--- config.mk ---
export PLATFORM = sky130hd
export DESIGN_NAME = mem_stage_hs
export DESIGN_NICKNAME = d
export VERILOG_FILES = /design/src/rtl/oc2_mem_pkg.sv /design/src/rtl/mem_lane_align.sv /design/src/rtl/mem_stage_hs.sv
export SDC_FILE = /design/constraint.sdc
export NUM_CORES = 1
export LEC_CHECK = 0
export ABC_AREA = 1
export BUFFER_PORTS_ARGS = -buffer_cell sky130_fd_sc_hd__buf_2
export CAP_MARGIN = 15
export CORE_ASPECT_RATIO = 0.6
export CORE_MARGIN = 1.5
export CORE_UTILIZATION = 41
export CTS_BUF_LIST = sky130_fd_sc_hd__clkbuf_8
export DETAILED_ROUTE_END_ITERATION = 8
export PLACE_DENSITY = 0.79
export SETUP_SLACK_MARGIN = 0.15
export SYNTH_ARGS = -nofsm -noshare
export SYNTH_HDL_FRONTEND = slang
export SYNTH_HIERARCHICAL = 1
export SYNTH_SLANG_ARGS = --single-unit
--- constraint.sdc ---
create_clock -name clock -period 1.31 [get_ports clock]
set_input_delay 0.0655 -clock clock [delete_from_list [all_inputs] [get_ports clock]]
set_output_delay 0.0655 -clock clock [all_outputs]
set_load 0.005 [all_outputs]
--- src/rtl/oc2_mem_pkg.sv ---
// oc2_mem_pkg: access size, FSM state and fault bit encodings for the memory stage
package oc2_mem_pkg;
  typedef enum logic [1:0] {SZ_BYTE = 2'b00, SZ_HALF = 2'b01, SZ_WORD = 2'b10, SZ_RSVD = 2'b11} size_e;
  typedef enum logic {ST_IDLE = 1'b0, ST_WAIT = 1'b1} state_e;
  localparam int FLT_MISALIGN = 0;
  localparam int FLT_TIMEOUT  = 1;
endpackage

--- src/rtl/mem_lane_align.sv ---
// mem_lane_align: little-endian store lane steering, load extract/extend and alignment check
module mem_lane_align
  import oc2_mem_pkg::*;
(
  input  logic [1:0]  size,
  input  logic [1:0]  addr_lo,
  input  logic        signext,
  input  logic [31:0] regb,
  input  logic [31:0] rdata,
  output logic [3:0]  be,
  output logic [31:0] wdata,
  output logic [31:0] ldata,
  output logic        aligned
);
  logic is_b, is_h;
  logic [31:0] sh;
  assign is_b = size == SZ_BYTE;
  assign is_h = size == SZ_HALF;
  assign sh = rdata >> {addr_lo, 3'b000};
  // reserved size falls through every ternary to word behaviour
  assign aligned = is_b | (is_h ? ~addr_lo[0] : addr_lo == 2'b00);
  assign be = is_b ? 4'b0001 << addr_lo : is_h ? 4'b0011 << {addr_lo[1], 1'b0} : 4'b1111;
  assign wdata = is_b ? {4{regb[7:0]}} : is_h ? {2{regb[15:0]}} : regb;
  assign ldata = is_b ? {{24{signext & sh[7]}}, sh[7:0]} :
                 is_h ? {{16{signext & sh[15]}}, sh[15:0]} : sh;
endmodule

--- src/rtl/mem_stage_hs.sv ---
// mem_stage_hs: pipeline memory stage with req/ack handshake, stall, misalign and timeout faults
module mem_stage_hs
  import oc2_mem_pkg::*;
#(
  parameter int ADDR_W      = 18,
  parameter int REG_W       = 5,
  parameter int TIMEOUT_CYC = 16
) (
  input  logic              clock,
  input  logic              reset,
  input  logic              ex_mem_readmem,
  input  logic              ex_mem_writemem,
  input  logic [1:0]        ex_mem_size,
  input  logic              ex_mem_signext,
  input  logic [31:0]       ex_mem_regb,
  input  logic              ex_mem_selwsource,
  input  logic [REG_W-1:0]  ex_mem_regdest,
  input  logic              ex_mem_writereg,
  input  logic [31:0]       ex_mem_wbvalue,
  output logic              mem_mc_req,
  output logic              mem_mc_we,
  output logic [3:0]        mem_mc_be,
  output logic [ADDR_W-1:0] mem_mc_addr,
  output logic [31:0]       mem_mc_wdata,
  input  logic [31:0]       mem_mc_rdata,
  input  logic              mem_mc_ack,
  output logic              mem_stall,
  output logic [1:0]        mem_fault,
  output logic [REG_W-1:0]  mem_wb_regdest,
  output logic              mem_wb_writereg,
  output logic [31:0]       mem_wb_wbvalue
);
  localparam int CW = TIMEOUT_CYC > 1 ? $clog2(TIMEOUT_CYC) : 1;
  localparam int TMAX = TIMEOUT_CYC > 0 ? TIMEOUT_CYC - 1 : 0;
  localparam logic [CW-1:0] CMAX = CW'(TMAX);
  state_e state;
  logic [CW-1:0] cnt;
  logic access, aligned, misalign, abort, bubble;
  logic [31:0] ldata;
  mem_lane_align u_align (
    .size    (ex_mem_size),
    .addr_lo (ex_mem_wbvalue[1:0]),
    .signext (ex_mem_signext),
    .regb    (ex_mem_regb),
    .rdata   (mem_mc_rdata),
    .be      (mem_mc_be),
    .wdata   (mem_mc_wdata),
    .ldata   (ldata),
    .aligned (aligned)
  );
  assign access = ex_mem_readmem | ex_mem_writemem;
  assign misalign = access & ~aligned;
  assign mem_mc_req = reset & access & aligned;
  assign mem_mc_we = ex_mem_writemem & ~ex_mem_readmem;
  assign mem_mc_addr = ex_mem_wbvalue[ADDR_W-1:0];
  assign abort = (TIMEOUT_CYC != 0) && state == ST_WAIT && !mem_mc_ack && cnt == CMAX;
  assign mem_stall = mem_mc_req & ~mem_mc_ack & ~abort;
  // aborted and misaligned accesses advance the pipeline but retire as bubbles
  assign bubble = mem_stall | abort | misalign;
  always_ff @(posedge clock or negedge reset)
    if (!reset) begin
      state           <= ST_IDLE;
      cnt             <= '0;
      mem_fault       <= '0;
      mem_wb_regdest  <= '0;
      mem_wb_writereg <= 1'b0;
      mem_wb_wbvalue  <= '0;
    end else begin
      state                  <= mem_stall ? ST_WAIT : ST_IDLE;
      cnt                    <= (state == ST_WAIT && mem_stall) ? cnt + 1'b1 : '0;
      mem_fault[FLT_MISALIGN] <= misalign;
      mem_fault[FLT_TIMEOUT]  <= abort;
      mem_wb_regdest         <= bubble ? '0 : ex_mem_regdest;
      mem_wb_writereg        <= bubble ? 1'b0 : ex_mem_writereg;
      mem_wb_wbvalue         <= bubble ? '0 : (ex_mem_selwsource & ex_mem_readmem) ? ldata : ex_mem_wbvalue;
    end
endmodule

======== Word level (Yosys, flattened, before mapping) ========
Cells that the tools add are included.
storage, ports and cells
  bits in registers ....................... 45
  bits of input ports ..................... 111
  output and inout bits ................... 97
  word-level logic and storage cells ...... 49
operators by class
  add/subtract/negate cells ............... 1
  equality and inequality tests ........... 2
  shift-type cells ........................ 3
  multiplexer cells ....................... 13
  bitwise operators ....................... 18
  reductions and logical operators ........ 6
operator list
  kind                                             count
  2-to-1 mux 32 bit                                6
  right shift 32 x 5 -> 32 bit                     1
  2-to-1 mux 4 bit                                 3
  AND 1 bit                                        9
  2-to-1 mux 5 bit                                 1
  inverter 1 bit                                   5
  adder 4 x 1 -> 4 bit, second input constant      1
  == test 4 bit, second input constant             1
  zero test 2 bit                                  2
  OR 1 bit                                         4
  left shift 1 x 2 -> 4 bit, first input constant  1
  left shift 2 x 2 -> 4 bit, first input constant  1
  logical AND 1 bit                                3
  2-to-1 mux 1 bit                                 3
  == test 2 x 1 -> 1 bit, second input constant    1
  zero test 1 bit                                  1

======== Depth between registers and ports, before layout ========
  word-level depth ........................ 9
  depth in mapped cells ................... 13
  depth with buffers taken out ............ 11

======== Modules after synthesis ========
The synthesis kept the hierarchy.
modules (own cells, without submodules)
  module          instances  cells each  area each (µm²)  seq. area each (µm²)
  mem_stage_hs    1          283         2379.8           1126.1
  mem_lane_align  1          273         1223.7           0.0

======== Least setup slack after synthesis ========
Ideal clock, no wire load.
  path type ............................... input to register
  from .................................... input ex_mem_size[1]
  to ...................................... register mem_wb_wbvalue[10]
  setup time .............................. 0.116 ns
  arrival time ............................ 1.389 ns
  required time ........................... 1.194 ns
  setup slack ............................. -0.194 ns
  stages .................................. 12
  path buffers ............................ 4
  path through ............................ buf_2 nor2_4 inv_2 clkbuf_1 o211ai_1 nand2_1 inv_1 nand3_2 nand3_2 buf_6 buf_12 nor2_4
between the ends
  longest elaborated chain between the ends .. 9
RTL lines
  what                     line                  source
  start: declaration       mem_stage_hs.sv:13    input logic [1:0] ex_mem_size,
  == test 2 x 1 -> 1 bit   mem_lane_align.sv:18  assign is_h = size == SZ_HALF;
  2-to-1 mux 1 bit         mem_lane_align.sv:21  assign aligned = is_b | (is_h ? ~addr_lo[0] : addr_lo == 2'b00);
  OR 1 bit (*)             mem_lane_align.sv:21
  via aligned              mem_stage_hs.sv:38    logic access, aligned, misalign, abort, bubble;
  AND 1 bit                mem_stage_hs.sv:53    assign mem_mc_req = reset & access & aligned;
  AND 1 bit (2 in series)  mem_stage_hs.sv:57    assign mem_stall = mem_mc_req & ~mem_mc_ack & ~abort;
  OR 1 bit                 mem_stage_hs.sv:59    assign bubble = mem_stall | abort | misalign;
  OR 1 bit (*)             mem_stage_hs.sv:59
  2-to-1 mux 32 bit (*)    mem_stage_hs.sv:75    mem_wb_wbvalue <= bubble ? '0 : (ex_mem_selwsource & ex_mem_readmem) ? ldata : ex_mem_wbvalue;
  end signal: assignment   mem_stage_hs.sv:75
  end: declaration         mem_stage_hs.sv:31    output logic [31:0] mem_wb_wbvalue
Mark *: on every way through the listed nets, which the timed path passes. The rest lies on a longest branch.

======== Worst setup path after layout ========
  from .................................... register cnt[0]
  to ...................................... output mem_stall
between the ends
  longest elaborated chain between the ends .. 4
RTL lines
  what                      line                source
  start: declaration        mem_stage_hs.sv:37  logic [CW-1:0] cnt;
  start signal: assignment  mem_stage_hs.sv:70  cnt <= (state == ST_WAIT && mem_stall) ? cnt + 1'b1 : '0;
  == test 4 bit             mem_stage_hs.sv:56  assign abort = (TIMEOUT_CYC != 0) && state == ST_WAIT && !mem_mc_ack && cnt == CMAX;
  logical AND 1 bit         mem_stage_hs.sv:56
  via abort                 mem_stage_hs.sv:38
  inverter 1 bit            mem_stage_hs.sv:57
  AND 1 bit                 mem_stage_hs.sv:57
  end: declaration          mem_stage_hs.sv:27  output logic mem_stall,
The timed path passes the listed nets, and every way through them passes these cells.

==> results.toml <==
[run_status]
status = "finished with violations"
violations = "negative setup slack"

[die]
die_h_um = 75.6
initial_core_util_pct = 42.3
dieArea_sq_um = 9380
rows = 26
ioPinCount = 208
die_w_um = 124
core-area_sq_um = 8520

[drt]
via_count = 4266
ant_nets = 0
initialDrtViolationCount = 333
wirelength_um = 12700
wl_per_cell_um = 14.1
via_per_inst = 4.75
drt_drc_violations_left = 0
dr.pass1.iters = 5

[power_and_ir_drop]
p_per_area_nw_per_um2 = 799
ir_worst_vdd_v = 0.000491
cellLeakagePower_nw = 3.35

[timing]
hold_ws_ns = 0.0849
hold_viol_final = 0
period_minus_slack_ns = 1.48
rsz0062_at_grt = "yes"
setup_ws_ns = -0.165
fin_crit_sh_pct = 113
max-slew-margin-rel_pct = 60.7
tightest_slew_ns = 0.590
fmax_mhz = 678
timing.final.max_slew_violations = 0
skew_ns = 0.0168
finalSetupViolCount = 43

[yosys]
yosysSeqAreaShare_pct = 31.2
synth_compound_area_share_pct = 4.10
avgSynthCellArea_sq_um = 6.48
syn_inst = 556
synth_top_area_share_pct = 31.2
synth-xor-area-share_pct = 0.486
yosys.area.top_type = "dfrtp_1"
syn-cell-area_sq_um = 3600
synth_area_leaders = "dfrtp_1 (31%), nand2_1 (27%), nor2_4 (6.9%), nand3_1 (6.5%), inv_1 (5.8%)"
ys_ff_latch = 45
synth_fa_ha_area_share_pct = 0.347
synth_top_family_by_area = "simple AND/OR/NAND/NOR gates"
post_synth_num_cell_types = 27
synth_mux_area_share_pct = 0
yosys.area_share.simple_pct = 46.4
yosysWarnings = 6
syn-num-nets = 668

[setup_path]
critical_path_class = "register to primary output"
cp.required_ns = 1.24
cp-start-kind = "register"
r2r_cells = 8
cp_max_fo = 2
worstPathArrival_ns = 1.41
reg2reg_from = "cnt[0]"
critPathCapture = "mem_stall"
rr_endpoint = "mem_wb_wbvalue[6]"
startpoint = "cnt[0]"
r2r_setup_slack_ns = -0.15
worst_setup_path_end_kind = "primary output"

[flow_run]
cap_violations = 0

[grt]
first_global_vias = 3830
antenna_found_initial = 0
grt_pass1_wl_um = 19100
grt_use_total_pct = 26.8
gr-total-overflow = 0
grt_max_degree = 46

[clock_tree]
clkTransAtPathRegs_ns = 0.11
cts.sinks = 45
htreeDepth = 2
clk_latency_ns = 0.32
cts_tree = "done"
clockBufferDepth = 2
numCtsBuffers = 5
root_buffer = "clkbuf_8"

[cells_and_area]
num-fill-cells = 778
drive_above_1_share_pct = 44.1
synthToLayoutAreaGrowth_pct = 51.3
stdcell_count = 899
nNetsFinal = 898
final_cell_area_sq_um = 5450
fin_util_pct = 64.0
n_antenna_cell = 0

[place]
place_area_sq_um = 4720
dpl.hpwl_um = 9340
portBuffers = 207
gp_congestion = 1.02
dp.cells = 863

[worst_hold_path]
hp-class = "primary input to register"
-- state kept, by name, summed over array words and instances, names as in the netlist --
name	cells
state	1
mem_wb_writereg	1
cnt	4
mem_wb_regdest	5
mem_fault	2
mem_wb_wbvalue	32
-- worst min path at each step --
stage	to	startpoint	depth (start not counted)
after floorplan	cnt[0]	reset	0
after global placement	mem_wb_wbvalue[8]	reset	2
after detailed placement	mem_wb_wbvalue[10]	reset	2
after CTS	mem_wb_wbvalue[9]	ex_mem_wbvalue[9]	5
after global routing	mem_wb_wbvalue[27]	ex_mem_wbvalue[27]	5
final	mem_wb_wbvalue[15]	ex_mem_wbvalue[15]	5
-- Yosys cell counts --
master	n
ha_1	1
nand2_4	1
nor2_4	22
dfrtp_1	45
xnor2_1	1
nor2_1	30
a21oi_1	2
o21ai_1	3
inv_2	6
a22oi_1	7
nor3_1	1
nor2_2	3
inv_1	56
buf_1	2
nand2_1	257
buf_2	15
nand3_2	5
nand4_1	1
nand3_1	47
xor2_1	1
nand2_2	3
buf_6	6
o211ai_1	8
clkbuf_1	3
o21ai_0	2
buf_12	2
buf_4	26
-- power breakdown --
part | internal (mW) | switching, mW | total, mW
combinational | 0.799 | 0.886 | 1.69
clock | 0.586 | 0.554 | 1.14
sequential | 1.50 | 0.0308 | 1.53
-- cell type report --
type | count | area [sq um] | share of cell area [%]
multi-input combinational | 395 | 2040 | 37.3
timing repair buffer | 277 | 1800 | 32.9
sequential | 45 | 1130 | 20.7
inverter | 62 | 236 | 4.34
tap | 112 | 140 | 2.57
clock buffer | 5 | 68.8 | 1.26
clock inverter | 3 | 50.0 | 0.918
-- through the flow --
step / setup WS, ns / total power, mW / setup TNS [ns]
2_1_floorplan: -0.0985 / 2.32 / -1.97
3_3_place_gp: -0.178 / 2.89 / -6.39
3_5_place_dp: -0.212 / 2.91 / -7.56
4_1_cts: -0.152 / 4.32 / -3.38
5_1_grt: -0.244 / 4.63 / -7.92
6_report: -0.165 / 4.35 / -5.45
-- routing by layer --
metal / share of wire, % / vias to the layer above / global-route usage [%]
li1: - / 2123 / -
met1: 45 / 1935 / 38.3
met2: 46 / 194 / 42.5
met3: 8.0 / 14 / 4.94
met4: 1.1 / 0 / 6.44
met5: 0 / - / 0
-- cell families after synthesis --
group                      Yosys count
and+or+nand+nor                    370
DFF                                 45
buffers and inverters              116
AOI/OAI and AO/OA                   22
xor gates and xnor gates             2
adders and majority gates            1
-- cells in the final DEF (no fill, tap or decap), types with 2 or more instances in the layout --
master         synthesis  routed
buf_6                  6      13
nor2_4                22      42
nor2_2                 3       5
dlygate4sd3_1          0       7
nand2_1              257     254
dfrtp_1               45      45
buf_16                 0       4
nand3_2                5       5
a22oi_1                7       7
o21ai_1                3       3
buf_4                 26      45
a21oi_1                2       2
buf_2                 15     202
nand3_1               47      46
nor2_1                30       8
o211ai_1               8       8
inv_1                 56      54
nand2_2                3       4
clkbuf_8               0       5
buf_12                 2       6
nand2_4                1       3
o21ai_0                2       2
inv_2                  6       7
-- timing repair --
| item | 4_1_cts | 5_1_grt |
|---|---|---|
| gates cloned | 4 | 0 |
| hold buffers | 7 | 0 |
| pin swaps | 17 | 9 |
| resized for setup | 54 | 25 |
| endpoints found under the setup margin | 45 | 58 |
| buffers inserted | 15 | 2 |
| endpoints found under the hold margin | 51 | 0 |
-- worst max-delay path, cell delays in order, from the launching register on --
cell     delay, ns
dfrtp_1       0.40
ha_2          0.21
nand2_2       0.08
nor2_4        0.11
nand2_4       0.07
inv_2         0.08
nor2_4        0.04
buf_2         0.11
Note: power is estimated with default switching activity, not from simulation.
